### config.mk
export PLATFORM = sky130hd
export DESIGN_NAME = pe_feeder
export DESIGN_NICKNAME = d
export VERILOG_FILES = /design/src/rtl/pe_pkg.sv /design/src/rtl/pe_result_fifo.sv /design/src/rtl/pe_feeder.sv
export SDC_FILE = /design/constraint.sdc
export NUM_CORES = 1
export LEC_CHECK = 0
export BUFFER_PORTS_ARGS = -buffer_cell sky130_fd_sc_hd__buf_2
export CAP_MARGIN = 20
export CELL_PAD_IN_SITES_DETAIL_PLACEMENT = 0
export CELL_PAD_IN_SITES_GLOBAL_PLACEMENT = 2
export CORE_MARGIN = 3
export CORE_UTILIZATION = 34
export CTS_CLUSTER_SIZE = 30
export DETAILED_ROUTE_END_ITERATION = 6
export GPL_ROUTABILITY_DRIVEN = 0
export PLACE_DENSITY_LB_ADDON = 0.1
export SETUP_SLACK_MARGIN = 0.4
export SYNTH_ARGS = -nofsm -noshare
export SYNTH_HDL_FRONTEND = slang
export SYNTH_SLANG_ARGS = --single-unit
### constraint.sdc
create_clock -name clk -period 9.4 [get_ports clk]
set_input_delay 1.41 -clock clk [delete_from_list [all_inputs] [get_ports clk]]
set_output_delay 1.41 -clock clk [all_outputs]
set_load 0.02 [all_outputs]
### src/rtl/pe_pkg.sv
// pe_pkg: shared widths and controller state encoding for the PE feeder.
package pe_pkg;
  localparam int TAPS = 9;
  localparam int DATA_W = 8;
  localparam int ACC_W = 32;
  typedef enum logic [1:0] {IDLE, STREAM, HOLD9} state_t;
endpackage

### src/rtl/pe_result_fifo.sv
// pe_result_fifo: 2-deep result buffer; a push into a full FIFO survives only if a pop happens in the same cycle.
module pe_result_fifo
  import pe_pkg::*;
(
`ifdef PE_FEEDER_OVF_EN
  output logic ovf,
`endif
  input  logic clk,
  input  logic reset,
  input  logic push,
  input  logic pop,
  input  logic [ACC_W-1:0] din,
  output logic r_valid,
  output logic [ACC_W-1:0] dout
);
  logic [ACC_W-1:0] mem [2];
  logic rd;
  logic [1:0] cnt;
  logic do_pop, do_push, wr;
  assign r_valid = cnt != 2'd0;
  assign do_pop = pop && r_valid;
  assign do_push = push && (cnt != 2'd2 || do_pop);
  // tail slot is rd+cnt mod 2; when full this is the head slot being popped
  assign wr = rd ^ cnt[0];
  assign dout = mem[rd];
  always_ff @(posedge clk or posedge reset)
    if (reset) begin
      mem[0] <= '0;
      mem[1] <= '0;
      rd <= 1'b0;
      cnt <= 2'd0;
    end else begin
      if (do_push) mem[wr] <= din;
      if (do_pop) rd <= ~rd;
      cnt <= cnt + 2'(do_push) - 2'(do_pop);
    end
`ifdef PE_FEEDER_OVF_EN
  always_ff @(posedge clk or posedge reset)
    if (reset) ovf <= 1'b0;
    else if (push && cnt == 2'd2 && !do_pop) ovf <= 1'b1;
`endif
endmodule

### src/rtl/pe_feeder.sv
// pe_feeder: streams one weight set plus nine features per window into a PE and buffers its results.
// Define PE_FEEDER_OVF_EN to add a sticky ovf output flagging dropped results.
module pe_feeder
  import pe_pkg::*;
(
`ifdef PE_FEEDER_OVF_EN
  output logic ovf,
`endif
  input  logic clk,
  input  logic reset,
  input  logic w_valid,
  output logic w_ready,
  input  logic [TAPS*DATA_W-1:0] w_data,
  input  logic f_valid,
  output logic f_ready,
  input  logic [DATA_W-1:0] f_data,
  output logic weight_CE,
  output logic [DATA_W-1:0] weight_0,
  output logic [DATA_W-1:0] weight_1,
  output logic [DATA_W-1:0] weight_2,
  output logic [DATA_W-1:0] weight_3,
  output logic [DATA_W-1:0] weight_4,
  output logic [DATA_W-1:0] weight_5,
  output logic [DATA_W-1:0] weight_6,
  output logic [DATA_W-1:0] weight_7,
  output logic [DATA_W-1:0] weight_8,
  output logic feature_CE,
  output logic [DATA_W-1:0] feature,
  input  logic weightDone,
  input  logic computeDone,
  input  logic [ACC_W-1:0] result,
  output logic r_valid,
  input  logic r_ready,
  output logic [ACC_W-1:0] r_data
);
  state_t state;
  logic [2:0] count;
  logic [DATA_W-1:0] taps [TAPS];
  logic w_acc, f_acc;
  // the 9th feature waits for the PE; a new weight set may only ride along with it
  assign w_ready = !reset && (state == IDLE || (state == HOLD9 && weightDone && f_valid));
  assign f_ready = !reset && (state == STREAM || (state == HOLD9 && weightDone));
  assign w_acc = w_valid && w_ready;
  assign f_acc = f_valid && f_ready;
  always_ff @(posedge clk or posedge reset)
    if (reset) begin
      state <= IDLE;
      count <= 3'd0;
      weight_CE <= 1'b0;
      feature_CE <= 1'b0;
      feature <= '0;
      for (int k = 0; k < TAPS; k++) taps[k] <= '0;
    end else begin
      weight_CE <= w_acc;
      feature_CE <= f_acc;
      if (f_acc) feature <= f_data;
      for (int k = 0; k < TAPS; k++) taps[k] <= w_acc ? w_data[k*DATA_W +: DATA_W] : '0;
      state <= (state == IDLE && w_acc) ? STREAM :
               (state == STREAM && f_acc && count == 3'd7) ? HOLD9 :
               (state == HOLD9 && f_acc) ? (w_acc ? STREAM : IDLE) : state;
      count <= (state == STREAM) ? count + 3'(f_acc) : 3'd0;
    end
  assign weight_0 = taps[0];
  assign weight_1 = taps[1];
  assign weight_2 = taps[2];
  assign weight_3 = taps[3];
  assign weight_4 = taps[4];
  assign weight_5 = taps[5];
  assign weight_6 = taps[6];
  assign weight_7 = taps[7];
  assign weight_8 = taps[8];
  pe_result_fifo u_fifo (
`ifdef PE_FEEDER_OVF_EN
    .ovf(ovf),
`endif
    .clk(clk),
    .reset(reset),
    .push(computeDone),
    .pop(r_ready),
    .din(result),
    .r_valid(r_valid),
    .dout(r_data)
  );
endmodule

# Word level (Yosys, flattened, before mapping)
# Index checks and enable logic that the tools add are counted.
[op_classes]
addsub = 3
multipliers = 0
div = 0
order_cmp = 3
n_eq_ne = 4
shifts = 0
muxes = 20
n_bitwise = 4
n_reduce_logical = 20
[ops]
columns = ["op", "n"]
rows = [
  ["$mux W32", 4],
  ["$mux W8", 9],
  ["$bwmux W64", 1],
  ["$demux W32 S1", 1],
  ["$logic_and A1 B1 Y1", 13],
  ["$mux W2", 3],
  ["$ge A2 B2 Y1 const B", 2],
  ["$not A1 Y2", 2],
  ["$add A3 B1 Y3", 1],
  ["$eq A3 B3 Y1 const B", 1],
  ["$logic_or A1 B1 Y1", 3],
  ["$mux W3", 1],
  ["$reduce_bool A3 Y1", 1],
  ["$add A2 B1 Y2", 1],
  ["$eq A2 B1 Y1 const B", 1],
  ["$eq A2 B2 Y1 const B", 1],
  ["$logic_not A2 Y1", 1],
  ["$lt A2 B1 Y1 const B", 1],
  ["$ne A2 B2 Y1 const B", 1],
  ["$reduce_bool A2 Y1", 1],
  ["$sub A2 B1 Y2", 1],
  ["$logic_not A1 Y1", 1],
  ["$mux W1", 1],
  ["$not A1 Y1", 1],
  ["$xor A1 B1 Y1", 1],
]
[totals]
ff_bits = 154
latch_bits = 0
ram_bits = 0
rom_bits = 0
output_inout_bits = 117
memories = 0

# Longest topological paths before layout
# Gate-level depths: netlist of run 1.
[logic_depth]
word_depth = 10
ltp_mapped = 9

# Hierarchy
# Synthesis of run 1 repeated with hierarchy kept, for this count alone.
[unflattened]
cells_unflattened = 629
area_unflattened_um2 = 7041.8
[by_module_without_submodules]
columns = ["mod", "instances", "cells_each", "area_per_inst_um2", "seq_area_each_um2"]
rows = [
  ["pe_result_fifo", 1, 428, 4090.2, 1676.6],
  ["pe_feeder", 1, 201, 2951.6, 2177.1],
]

# Worst setup path before layout of run 1
# OpenSTA, ideal clock, no wires.
[synth_timing]
kind = "input -> output"
from = "in f_valid"
to = "out w_ready"
t_arrival_ns = 2.057
required_ns = 7.990
slack_ns = 5.933
path_stages = 2
n_path_buf = 0
cell_sequence = "nand2_1 -> a211oi_1"
[synth_via]
elab_chain_cells = 3
[synth_rtl]
columns = ["item", "line", "source"]
rows = [
  ["from (decl)", "pe_feeder.sv:14", "input logic f_valid,"],
  ["$logic_and A1 B1 Y1", "pe_feeder.sv:41", "assign w_ready = !reset && (state == IDLE || (state == HOLD9 && weightDone && f_valid));"],
  ["$logic_or A1 B1 Y1", "pe_feeder.sv:41", ""],
  ["$logic_and A1 B1 Y1", "pe_feeder.sv:41", ""],
  ["to (decl)", "pe_feeder.sv:12", "output logic w_ready,"],
]
# Every way passes these cells.

# Worst setup path after layout of run 1
[layout_timing]
from = "reg u_fifo.rd"
to = "out r_data[14]"
[layout_via]
elab_chain_cells = 4
[layout_rtl]
columns = ["item", "line", "source"]
rows = [
  ["from (decl)", "pe_result_fifo.sv:17", "logic rd;"],
  ["from (signal assigned)", "pe_result_fifo.sv:34", "if (do_pop) rd <= ~rd;"],
  ["$not A1 Y2 (implied by the code)", "pe_result_fifo.sv:25", "assign dout = mem[rd];"],
  ["$mux W32 (implied by the code) (3 in series)", "pe_result_fifo.sv:25", ""],
  ["to (decl)", "pe_feeder.sv:34", "output logic [ACC_W-1:0] r_data"],
]
# Every way passes these cells. The select of a mux whose other input is x is not followed.

==> impl_metrics.prom, run 1 <==
# TYPE chip_impl_metric gauge
chip_impl_info{name="status",value="complete, no violations"} 1
chip_impl_metric{name="number_of_pins_with_negative_max_slew_slack_in_the_final_report",unit=""} 0
chip_impl_metric{name="first_global_vias",unit=""} 6530
chip_impl_metric{name="portion_of_the_post_synthesis_area_used_by_sequential_elements",unit="%"} 51.66
chip_impl_metric{name="maxCapViolCount",unit=""} 0
chip_impl_metric{name="preCtsSetupSlack",unit="ps"} 5867
chip_impl_metric{name="worstSkewPairLatency",unit="ps"} 430
chip_impl_metric{name="setup_slack",unit="ps"} 5492
chip_impl_metric{name="groute.usage.overall",unit="%"} 18.77
chip_impl_metric{name="die_x",unit="µm"} 154.1
chip_impl_info{name="end_kind",value="primary output"} 1
chip_impl_metric{name="numCtsBuffers",unit=""} 17
chip_impl_metric{name="finalClockSkew",unit="ps"} 11.26
chip_impl_metric{name="grt_first_pass_wirelength",unit="µm"} 35800
chip_impl_metric{name="initial_core_util",unit="%"} 35.04
chip_impl_metric{name="die-height",unit="µm"} 154.1
chip_impl_metric{name="synthesis.yosys.warnings",unit=""} 0
chip_impl_metric{name="number_of_synthesized_register_bits",unit=""} 154
chip_impl_metric{name="nets",unit=""} 989
chip_impl_metric{name="route.vias.total",unit=""} 6280
chip_impl_metric{name="clkSinkCount",unit=""} 154
chip_impl_metric{name="worst_slew_pin_tran",unit="ps"} 1117
chip_impl_metric{name="layout.filler_cells",unit=""} 2035
chip_impl_metric{name="flow.area_growth_from_synthesis",unit="%"} 25.90
chip_impl_info{name="synth_top_cells_by_count",value="154 x sky130_fd_sc_hd__dfrtp_1, 84 x sky130_fd_sc_hd__and2_1, 47 x sky130_fd_sc_hd__a211oi_1, 46 x sky130_fd_sc_hd__nor3_1, 46 x sky130_fd_sc_hd__nor4_1"} 1
chip_impl_metric{name="wl_met2",unit="µm"} 11170
chip_impl_metric{name="post_cts.repair.setup_buffers",unit=""} 0
chip_impl_metric{name="placeableCoreArea",unit="µm²"} 21290
chip_impl_metric{name="port_buffers",unit=""} 235
chip_impl_info{name="worstSetupPathType",value="reg2out"} 1
chip_impl_metric{name="critical_path_arrival",unit="ps"} 2500
chip_impl_info{name="cts_tree",value="yes"} 1
chip_impl_info{name="worstReg2RegEnd",value="u_fifo.mem[7]$_DFFE_PP0P_"} 1
chip_impl_metric{name="post-route-min-period",unit="ps"} 3908
chip_impl_metric{name="route.final.wire_length",unit="µm"} 22800
chip_impl_metric{name="critPathRequiredTime",unit="ps"} 7990
chip_impl_metric{name="netlist_area_pre_place",unit="µm²"} 7460
chip_impl_info{name="worst_hold_path.endpoint",value="feature[1]$_DFFE_PP0P_"} 1
chip_impl_metric{name="drt-met1-wl",unit="µm"} 9534
chip_impl_info{name="worst_min_delay_path_category",value="reg2reg"} 1
chip_impl_metric{name="syn_avg_cell_area",unit="µm²"} 11.12
chip_impl_metric{name="yosys.area.top_type_share",unit="%"} 51.66
chip_impl_metric{name="count_of_antenna_diodes_in_the_layout",unit=""} 0
chip_impl_metric{name="met3WireLength",unit="µm"} 1862
chip_impl_metric{name="drcViolationCount",unit=""} 0
chip_impl_metric{name="postCtsResizedCells",unit=""} 0
chip_impl_metric{name="synth_enable_flop_cells",unit=""} 0
chip_impl_metric{name="ioPinCount",unit=""} 236
chip_impl_metric{name="power_density",unit="nW/µm²"} 316.5
chip_impl_info{name="r2r_start",value="u_fifo.rd$_DFFE_PP0P_"} 1
chip_impl_metric{name="fin_crit_sh",unit="%"} 41.58
chip_impl_metric{name="drt_iter0_markers",unit=""} 327
chip_impl_metric{name="final.setup.tns",unit="ps"} 0
chip_impl_metric{name="post_synth_num_cell_types",unit=""} 38
chip_impl_metric{name="layout-drive-gt1-share",unit="%"} 37.84
chip_impl_info{name="worst_hold_start",value="feature[1]$_DFFE_PP0P_"} 1
chip_impl_metric{name="globalRouteOverflowTotal",unit=""} 0
chip_impl_info{name="synth_ff_type",value="sky130_fd_sc_hd__dfrtp_1"} 1
chip_impl_metric{name="leakagePower",unit="nW"} 4.299
chip_impl_info{name="route.top_layer_used",value="met5"} 1
chip_impl_metric{name="grt_antenna_before_repair",unit=""} 2
chip_impl_metric{name="htreeDepth",unit=""} 4
chip_impl_metric{name="worst_r2r_path_depth",unit=""} 4
chip_impl_metric{name="critPathMaxFanout",unit=""} 89
chip_impl_metric{name="dp_hpwl",unit="µm"} 14300
chip_impl_metric{name="post_cts_hold_buffer_count",unit=""} 0
chip_impl_metric{name="detail_route.first_pass.iterations",unit=""} 4
chip_impl_info{name="crit_path_start_kind",value="register"} 1
chip_impl_info{name="synth_top_cells_by_area",value="sky130_fd_sc_hd__dfrtp_1 52%, sky130_fd_sc_hd__and2_1 7.0%, sky130_fd_sc_hd__mux2_2 6.0%, sky130_fd_sc_hd__a211oi_1 4.7%, sky130_fd_sc_hd__nor4_1 3.9%"} 1
chip_impl_metric{name="worst_slew_margin",unit="%"} 25.50
chip_impl_metric{name="cts-root-to-sink-buffers",unit=""} 2
chip_impl_metric{name="synth_async_sr_flop_share",unit="%"} 100.0
chip_impl_metric{name="synthCells",unit=""} 671
chip_impl_metric{name="site_row_count",unit=""} 53
chip_impl_info{name="grt_setup_unrepaired",value="no"} 1
chip_impl_info{name="yosys.cell_count.top_type",value="sky130_fd_sc_hd__dfrtp_1"} 1
chip_impl_metric{name="die_area",unit="µm²"} 23750
chip_impl_metric{name="route.detailed.wl_per_inst",unit="µm"} 19.74
chip_impl_metric{name="setup_viol",unit=""} 0
chip_impl_metric{name="grt_max_degree",unit=""} 100
chip_impl_metric{name="cts.clk_slew.worst_paths",unit="ps"} 70
chip_impl_metric{name="reg2reg_slack",unit="ps"} 5890
chip_impl_metric{name="hold_path_stages",unit=""} 1
chip_impl_metric{name="timing.final.hold_violations",unit=""} 0
chip_impl_metric{name="ir_drop",unit="µV"} 134.5
chip_impl_info{name="ctsRootBufferMaster",value="sky130_fd_sc_hd__clkbuf_16"} 1
chip_impl_metric{name="mapped_nets",unit=""} 793
chip_impl_metric{name="max_freq",unit="MHz"} 255.9
chip_impl_metric{name="route.antenna.remaining_nets",unit=""} 0
chip_impl_metric{name="via_per_inst",unit=""} 5.437
chip_impl_info{name="synthDominantAreaCellType",value="sky130_fd_sc_hd__dfrtp_1"} 1
## placed cells by master (no fill, tap or decap), drive strengths merged
cell / n
dfrtp: 154
o2bb2ai: 18
o32ai: 23
clkinv: 10
nor3: 46
a211oi: 47
nand2b: 28
inv: 12
nand2: 13
or3: 23
clkbuf: 17
a2111oi: 1
buf: 244
mux2: 40
xnor2: 5
nor4: 46
or2: 2
a221o: 18
nor2: 9
o22a: 1
nor2b: 4
o211ai: 2
a21boi: 2
ha: 3
o31ai: 24
and2: 84
a21oi: 1
and2b: 1
nand3b: 2
## layout make-up
cell class,instances,area [µm²],area share (%)
clock buffers,17,425.4,4.530
clock inverters,15,191.4,2.038
inverters,7,31.28,0.3331
multi-input cells,443,3244,34.55
flip-flops and latches,154,3859,41.09
well taps,275,344.1,3.664
repair buffers,244,1296,13.80
## kinds of logic (layout without fill, tap and decap cells)
family	Yosys count	count (layout)	share of synthesized area, %
AND/OR/NAND/NOR	258	258	20.45
buffers and inverters	74	283	5.200
flip-flops	154	154	51.66
XOR/XNOR	5	5	0.5870
adder cells (fa/ha/maj)	3	3	0.5032
AO/OA/AOI/OAI	137	137	15.57
multiplexers	40	40	6.038
## per-stage QoR
stage	std cells	util, %	power (mW)	hold WS (ps)	area, µm²
2_1_floorplan	671	-	1.922	474.1	7460
3_3_place_gp	1120	40.87	2.235	486.1	8700
3_5_place_dp	1122	41.09	2.282	491.5	8747
4_1_cts	1154	43.99	2.994	507.6	9364
5_1_grt	1155	44.12	3.156	521.8	9392
6_report	1155	44.12	2.972	502.8	9392
## report_power, final
group / internal, mW / switching (mW) / total [mW]
registers: 0.847 / 0.198 / 1.05
logic: 0.495 / 0.733 / 1.23
clock network: 0.362 / 0.336 / 0.699
## how the worst max path moves through the flow
stage,from,depth (start not counted),end
2_1_floorplan,reset,1,count[0]$_DFF_PP0_
3_3_place_gp,weightDone,5,f_ready
3_5_place_dp,weightDone,5,f_ready
4_1_cts,u_fifo.rd$_DFFE_PP0P_,3,r_data[29]
5_1_grt,u_fifo.rd$_DFFE_PP0P_,3,r_data[9]
6_report,u_fifo.rd$_DFFE_PP0P_,3,r_data[14]
## critical path, cell delays in order (launching register included)
cell,delay (ps)
sky130_fd_sc_hd__dfrtp_4,630
sky130_fd_sc_hd__buf_4,750
sky130_fd_sc_hd__mux2_2,420
sky130_fd_sc_hd__buf_2,160
## metal layers
| layer | vias to the layer above | track usage [%] |
|---|---|---|
| li1 | 2913 | - |
| met1 | 3139 | 23.61 |
| met2 | 208 | 30.59 |
| met3 | 16 | 7.093 |
| met4 | 4 | 4.752 |
| met5 | - | 0 |
## sequential cells by signal, indices dropped and copies added, names as in the netlist, 2 cells and up
name and count:
u_fifo.mem 64, weight_1 8, weight_6 8, weight_3 8, weight_8 8, state 2, weight_5 8, u_fifo.cnt 2
count 3, weight_2 8, weight_7 8, feature 8, weight_4 8, weight_0 8
Power figures use the tool's default switching activity.
==> inputs of run 2 (changes only) <==
--- a/config.mk
+++ b/config.mk
@@ -10,7 +10,7 @@
 export CELL_PAD_IN_SITES_DETAIL_PLACEMENT = 0
 export CELL_PAD_IN_SITES_GLOBAL_PLACEMENT = 2
 export CORE_MARGIN = 3
-export CORE_UTILIZATION = 34
+export CORE_UTILIZATION = 32
 export CTS_CLUSTER_SIZE = 30
 export DETAILED_ROUTE_END_ITERATION = 6
 export GPL_ROUTABILITY_DRIVEN = 0
==> constraint.sdc (replaced) <==
create_clock -name clk -period 3.72 [get_ports clk]
set_input_delay 0.558 -clock clk [delete_from_list [all_inputs] [get_ports clk]]
set_output_delay 0.558 -clock clk [all_outputs]
set_load 0.02 [all_outputs]
==> run 2 against run 1 <==
  * Wire length is 2.0% higher
  * Combinational power grew to 2.5 times the previous value
  * Utilization is 2.6 points lower
  * Register-to-register slack worse by 4500 ps
  * Sequential power grew to 2.5 times the previous value
  * Critical path type unchanged
  * Highest routed layer unchanged
==> impl_metrics.prom, run 2 (same netlist as run 1, synthesis figures left out) <==
# TYPE chip_impl_metric gauge
chip_impl_info{name="status",value="complete, no violations"} 1
chip_impl_metric{name="post_cts.repair.setup_buffers",unit=""} 0
chip_impl_info{name="layout_common_cells",value="235 x sky130_fd_sc_hd__buf_2, 152 x sky130_fd_sc_hd__dfrtp_1, 84 x sky130_fd_sc_hd__and2_1, 47 x sky130_fd_sc_hd__a211oi_1"} 1
chip_impl_metric{name="grt_max_degree",unit=""} 75
chip_impl_metric{name="timing.final.hold_violations",unit=""} 0
chip_impl_metric{name="htreeDepth",unit=""} 4
chip_impl_metric{name="critPathRequiredTime",unit="ps"} 3160
chip_impl_metric{name="die_area",unit="µm²"} 25180
chip_impl_metric{name="timing.critical_path.slowest_cell_delay",unit="ps"} 750
chip_impl_metric{name="p_total",unit="mW"} 7.547
chip_impl_metric{name="die_x",unit="µm"} 158.7
chip_impl_metric{name="route.vias.total",unit=""} 6256
chip_impl_metric{name="power_density",unit="nW/µm²"} 797.3
chip_impl_metric{name="layout.filler_cells",unit=""} 2229
chip_impl_info{name="worstSetupPathType",value="reg2out"} 1
chip_impl_metric{name="fin_crit_sh",unit="%"} 71.92
chip_impl_metric{name="max_freq",unit="MHz"} 373.8
chip_impl_metric{name="post-route-min-period",unit="ps"} 2675
chip_impl_metric{name="maxCapViolCount",unit=""} 0
chip_impl_metric{name="number_of_pins_with_negative_max_slew_slack_in_the_final_report",unit=""} 0
chip_impl_metric{name="site_row_count",unit=""} 55
chip_impl_metric{name="finalClockSkew",unit="ps"} 11.58
chip_impl_metric{name="flow.area_growth_from_synthesis",unit="%"} 26.90
chip_impl_metric{name="critPathMaxFanout",unit=""} 38
chip_impl_metric{name="final.setup.tns",unit="ps"} 0
chip_impl_metric{name="worst_slew_margin",unit="%"} 27.53
chip_impl_metric{name="numCtsBuffers",unit=""} 17
chip_impl_metric{name="port_buffers",unit=""} 235
chip_impl_metric{name="register_area",unit="µm²"} 3859
chip_impl_info{name="worst_min_delay_path_category",value="in2async"} 1
chip_impl_metric{name="grt_antenna_before_repair",unit=""} 2
chip_impl_metric{name="layout-drive-gt1-share",unit="%"} 38.33
chip_impl_metric{name="largest_register_ffs",unit=""} 64
chip_impl_metric{name="reg2reg_slack",unit="ps"} 1360
chip_impl_metric{name="initial_core_util",unit="%"} 32.75
chip_impl_metric{name="ir_drop",unit="µV"} 325.2
chip_impl_metric{name="drcViolationCount",unit=""} 0
chip_impl_metric{name="postCtsResizedCells",unit=""} 0
chip_impl_info{name="cp_top_family",value="flip-flops"} 1
chip_impl_info{name="crit_slowest_cell",value="sky130_fd_sc_hd__dfrtp_4"} 1
chip_impl_info{name="crit_path_start_kind",value="register"} 1
chip_impl_metric{name="route.antenna.remaining_nets",unit=""} 0
chip_impl_metric{name="multi_input_area",unit="µm²"} 3244
chip_impl_info{name="top_register",value="u_fifo.mem"} 1
chip_impl_info{name="cts_tree",value="yes"} 1
chip_impl_metric{name="ioPinCount",unit=""} 236
chip_impl_metric{name="critical_path_buf_inv_count",unit=""} 2
chip_impl_metric{name="setup_viol",unit=""} 0
chip_impl_metric{name="leakagePower",unit="nW"} 4.321
chip_impl_info{name="end_kind",value="primary output"} 1
chip_impl_metric{name="cts.clk_slew.worst_paths",unit="ps"} 80
chip_impl_info{name="grt_setup_unrepaired",value="no"} 1
chip_impl_metric{name="clkSinkCount",unit=""} 154
chip_impl_metric{name="detail_route.first_pass.iterations",unit=""} 4
chip_impl_metric{name="cts-root-to-sink-buffers",unit=""} 2
chip_impl_metric{name="die-height",unit="µm"} 158.7
chip_impl_info{name="crit_chain",value="buf_4 > mux2_2 > buf_2"} 1
chip_impl_metric{name="groute.usage.overall",unit="%"} 18.39
chip_impl_metric{name="globalRouteOverflowTotal",unit=""} 0
chip_impl_metric{name="drt_iter0_markers",unit=""} 304
chip_impl_metric{name="worstSkewPairLatency",unit="ps"} 430
chip_impl_info{name="layout.cells.most_common",value="sky130_fd_sc_hd__buf_2"} 1
chip_impl_metric{name="placeableCoreArea",unit="µm²"} 22780
chip_impl_metric{name="route.final.wire_length",unit="µm"} 23260
chip_impl_metric{name="via_per_inst",unit=""} 5.213
chip_impl_metric{name="worst_slew_pin_tran",unit="ps"} 1087
chip_impl_metric{name="nets",unit=""} 996
chip_impl_metric{name="first_global_vias",unit=""} 6584
chip_impl_metric{name="critical_path_arrival",unit="ps"} 2120
chip_impl_info{name="ctsRootBufferMaster",value="sky130_fd_sc_hd__clkbuf_16"} 1
chip_impl_metric{name="grt_first_pass_wirelength",unit="µm"} 36400
chip_impl_metric{name="route.detailed.wl_per_inst",unit="µm"} 19.39
chip_impl_metric{name="post_cts_hold_buffer_count",unit=""} 0
chip_impl_metric{name="count_of_antenna_diodes_in_the_layout",unit=""} 0
chip_impl_metric{name="dp_hpwl",unit="µm"} 14780
[run 2: routing by layer]
metal	vias to the layer above	part of all wire (%)	GRT usage [%]
li1	2911	-	-
met1	3089	42	22.73
met2	230	48	29.95
met3	22	8.7	7.203
met4	4	1.3	5.244
met5	-	0.14	0
[run 2: final timing paths]
check                                        start                          to  cells past startpoint
max                          u_fifo.rd$_DFFE_PP0P_                  r_data[21]                      3
min                                          reset       weight_8[6]$_DFF_PP0_                      2
max reg2reg                u_fifo.cnt[0]$_DFF_PP0_  u_fifo.mem[63]$_DFFE_PP0P_                      3
min reg2reg                 feature[2]$_DFFE_PP0P_      feature[2]$_DFFE_PP0P_                      1
max in group asynchronous                    reset       u_fifo.rd$_DFFE_PP0P_                      3
min in group clk                        w_data[62]       weight_7[6]$_DFF_PP0_                      2
[run 2: report_power, final]
group	switching [mW]	internal, mW
clock network	0.854	0.930
logic	1.85	1.26
registers	0.512	2.14
[run 2: layout make-up]
class	instances	share of cell area (%)
Clock buffer	18	4.639
Tap cell	313	4.137
Multi-Input combinational cell	443	34.27
Inverter	7	0.3172
Sequential cell	154	40.76
Clock inverter	14	1.784
Timing Repair Buffer	251	14.09
[run 2: per-stage QoR]
step	hold slack [ps]	utilization, %	instance area, µm²	worst slack [ps]	std cells
after global placement	486.7	38.89	8859	1365	1168
after floorplan	474.1	-	7463	1217	671
after CTS	281.8	41.56	9467	1005	1200
final	281.7	41.56	9467	1045	1200
after global routing	312.5	41.56	9467	945.3	1200
after detailed placement	489.9	38.89	8859	1328	1168
==> inputs of run 3 (changes only) <==
==> constraint.sdc (replaced) <==
create_clock -name clk -period 2.6 [get_ports clk]
set_input_delay 0.39 -clock clk [delete_from_list [all_inputs] [get_ports clk]]
set_output_delay 0.39 -clock clk [all_outputs]
set_load 0.02 [all_outputs]
==> run 3 against run 2 <==
  * Flip-flop and latch count did not move
  * Combinational power increased by 56%
  * Final cell count increased by 1.3%
  * Clock skew rose by 2.5 ps
  * Register-to-register slack worse by 680 ps
  * Largest power group unchanged
  * Highest routed layer unchanged
==> impl_metrics.prom, run 3 (same netlist as run 1, synthesis figures left out) <==
# TYPE chip_impl_metric gauge
chip_impl_metric{name="globalRouteOverflowTotal",unit=""} 0
chip_impl_info{name="grt_setup_unrepaired",value="no"} 1
chip_impl_metric{name="worst_slew_margin",unit="%"} 46.75
chip_impl_metric{name="route.final.wire_length",unit="µm"} 23790
chip_impl_metric{name="final.setup.tns",unit="ps"} 0
chip_impl_metric{name="numCtsBuffers",unit=""} 17
chip_impl_metric{name="number_of_pins_with_negative_max_slew_slack_in_the_final_report",unit=""} 0
chip_impl_metric{name="layout-drive-gt1-share",unit="%"} 39.18
chip_impl_metric{name="largest_register_ffs",unit=""} 64
chip_impl_metric{name="switching_share_of_power",unit="%"} 42.58
chip_impl_info{name="crit_path_start_kind",value="register"} 1
chip_impl_metric{name="fin_crit_sh",unit="%"} 82.56
chip_impl_metric{name="die_area",unit="µm²"} 25180
chip_impl_metric{name="ir_drop",unit="µV"} 483.0
chip_impl_metric{name="htreeDepth",unit=""} 4
chip_impl_metric{name="p_int",unit="mW"} 6.285
chip_impl_info{name="layout.cells.most_common",value="sky130_fd_sc_hd__buf_2"} 1
chip_impl_metric{name="grtUsageMet2",unit="%"} 30.03
chip_impl_metric{name="maxCapViolCount",unit=""} 0
chip_impl_metric{name="flow.area_growth_from_synthesis",unit="%"} 28.16
chip_impl_metric{name="timing.final.hold_violations",unit=""} 0
chip_impl_info{name="top_register",value="u_fifo.mem"} 1
chip_impl_metric{name="pwr-share-clk",unit="%"} 22.9
chip_impl_metric{name="postCtsResizedCells",unit=""} 0
chip_impl_metric{name="via_per_inst",unit=""} 5.229
chip_impl_metric{name="grt_max_degree",unit=""} 74
chip_impl_metric{name="finalClockSkew",unit="ps"} 14.06
chip_impl_info{name="worst_min_delay_path_category",value="in2reg"} 1
chip_impl_metric{name="worst_slew_pin_tran",unit="ps"} 795.9
chip_impl_info{name="crit_slowest_cell",value="sky130_fd_sc_hd__dfrtp_4"} 1
chip_impl_info{name="worstSetupPathType",value="reg2out"} 1
chip_impl_metric{name="placeableCoreArea",unit="µm²"} 22780
chip_impl_metric{name="post-route-min-period",unit="ps"} 2147
chip_impl_metric{name="site_row_count",unit=""} 55
chip_impl_info{name="end_kind",value="primary output"} 1
chip_impl_metric{name="max_freq",unit="MHz"} 465.9
chip_impl_metric{name="detail_route.first_pass.iterations",unit=""} 6
chip_impl_metric{name="cts-root-to-sink-buffers",unit=""} 2
chip_impl_metric{name="critical_path_buf_inv_count",unit=""} 2
chip_impl_info{name="cp_top_family",value="flip-flops"} 1
chip_impl_info{name="status",value="complete, no violations"} 1
chip_impl_info{name="ctsRootBufferMaster",value="sky130_fd_sc_hd__clkbuf_16"} 1
chip_impl_metric{name="groute.usage.overall",unit="%"} 18.53
chip_impl_metric{name="route.vias.total",unit=""} 6353
chip_impl_metric{name="switchingPower",unit="mW"} 4.661
chip_impl_metric{name="dp_hpwl",unit="µm"} 15310
chip_impl_metric{name="seqPwrFrac",unit="%"} 32.9
chip_impl_metric{name="worstSkewPairLatency",unit="ps"} 430
chip_impl_metric{name="die_x",unit="µm"} 158.7
chip_impl_metric{name="gr_util_met3",unit="%"} 6.659
chip_impl_metric{name="critical_path_arrival",unit="ps"} 1760
chip_impl_info{name="cts_tree",value="yes"} 1
chip_impl_metric{name="drt_iter0_markers",unit=""} 383
chip_impl_metric{name="power_density",unit="nW/µm²"} 1145
chip_impl_metric{name="route.detailed.wl_per_inst",unit="µm"} 19.58
chip_impl_metric{name="ioPinCount",unit=""} 236
chip_impl_metric{name="leakagePower",unit="nW"} 4.382
chip_impl_metric{name="critPathMaxFanout",unit=""} 52
chip_impl_metric{name="p_total",unit="mW"} 10.95
chip_impl_metric{name="timing.critical_path.slowest_cell_delay",unit="ps"} 500
chip_impl_metric{name="grt.met1_usage",unit="%"} 23.00
chip_impl_metric{name="grt_first_pass_wirelength",unit="µm"} 36540
chip_impl_metric{name="critPathRequiredTime",unit="ps"} 2210
chip_impl_info{name="layout_common_cells",value="235 x sky130_fd_sc_hd__buf_2, 152 x sky130_fd_sc_hd__dfrtp_1, 84 x sky130_fd_sc_hd__and2_1, 47 x sky130_fd_sc_hd__a211oi_1"} 1
chip_impl_metric{name="first_global_vias",unit=""} 6662
chip_impl_metric{name="clkSinkCount",unit=""} 154
chip_impl_metric{name="die-height",unit="µm"} 158.7
chip_impl_metric{name="setup_viol",unit=""} 0
chip_impl_metric{name="nets",unit=""} 1010
chip_impl_info{name="crit_chain",value="buf_12 > mux2_2 > buf_2"} 1
chip_impl_metric{name="comb_power_share",unit="%"} 44.2
chip_impl_metric{name="grt_antenna_before_repair",unit=""} 3
chip_impl_info{name="top_usage_layer",value="met2"} 1
chip_impl_metric{name="cts.clk_slew.worst_paths",unit="ps"} 80
chip_impl_metric{name="initial_core_util",unit="%"} 32.75
chip_impl_metric{name="drcViolationCount",unit=""} 0
chip_impl_metric{name="route.antenna.remaining_nets",unit=""} 0
chip_impl_metric{name="port_buffers",unit=""} 235
[run 3: path summary, 6_finish.rpt]
check | start | endpoint | slack [ps] | depth (start not counted)
min | w_data[46] | weight_5[6]$_DFF_PP0_ | 160 | 2
max | u_fifo.rd$_DFFE_PP0P_ | r_data[8] | 450 | 3
min reg2reg | feature[2]$_DFFE_PP0P_ | feature[2]$_DFFE_PP0P_ | 510 | 1
max reg2reg | u_fifo.cnt[0]$_DFF_PP0_ | u_fifo.mem[27]$_DFFE_PP0P_ | 680 | 5
min in group asynchronous | reset | u_fifo.mem[10]$_DFFE_PP0P_ | 500 | 3
max in group asynchronous | reset | u_fifo.mem[27]$_DFFE_PP0P_ | 1320 | 4
[run 3: worst register-to-register path, delay by kind of cell, from the launching register on]
kind	cells	cell delay, ps
AND/OR/NAND/NOR	3	530
buffers and inverters	2	850
flip-flops	1	460
[run 3: cell type report]
type | instances | area (µm²)
antenna | 1 | 2.502
multi-input combinational | 443 | 3244
fill | 2253 | 13220
timing repair buffer | 265 | 1433
inverter | 7 | 30.03
clock inverter | 15 | 175.2
clock buffer | 17 | 425.4
sequential | 154 | 3859
tap | 313 | 391.6
[run 3: timing repair]
item | in CTS | in global routing
setup buffers | 5 | 0
endpoints found under the setup margin | 26 | 0
hold buffers | 1 | 0
hold endpoints to repair | 3 | 0
[run 3: power groups by stage]
stage | Clock (mW) | Combinational [mW] | Sequential (mW)
after floorplan | 0 | 3.41 | 3.54
after global placement | 0 | 4.64 | 3.65
after detailed placement | 0 | 4.71 | 3.68
after CTS | 2.58 | 4.87 | 3.59
after global routing | 2.68 | 5.27 | 3.69
final | 2.51 | 4.84 | 3.60
[run 3: per-layer routing]
layer | vias to the layer above | wire length [µm]
met1 | 3126 | 9656
met2 | 255 | 11690
met4 | 4 | 356
li1 | 2940 | -
met3 | 28 | 2066
met5 | - | 21
[run 3: stage by stage]
stage               hold slack (ps)  std cells  worst slack [ps]  util [%]  area [µm²]
floorplan                     474.1        671             265.1         -        7463
global placement              375.7       1176             538.1     39.10        8906
detailed placement            385.9       1176             493.6     39.10        8906
CTS                           140.2       1214             437.0     41.96        9558
global route                  142.9       1215             408.8     41.97        9560
finish                        159.7       1215             453.5     41.97        9560
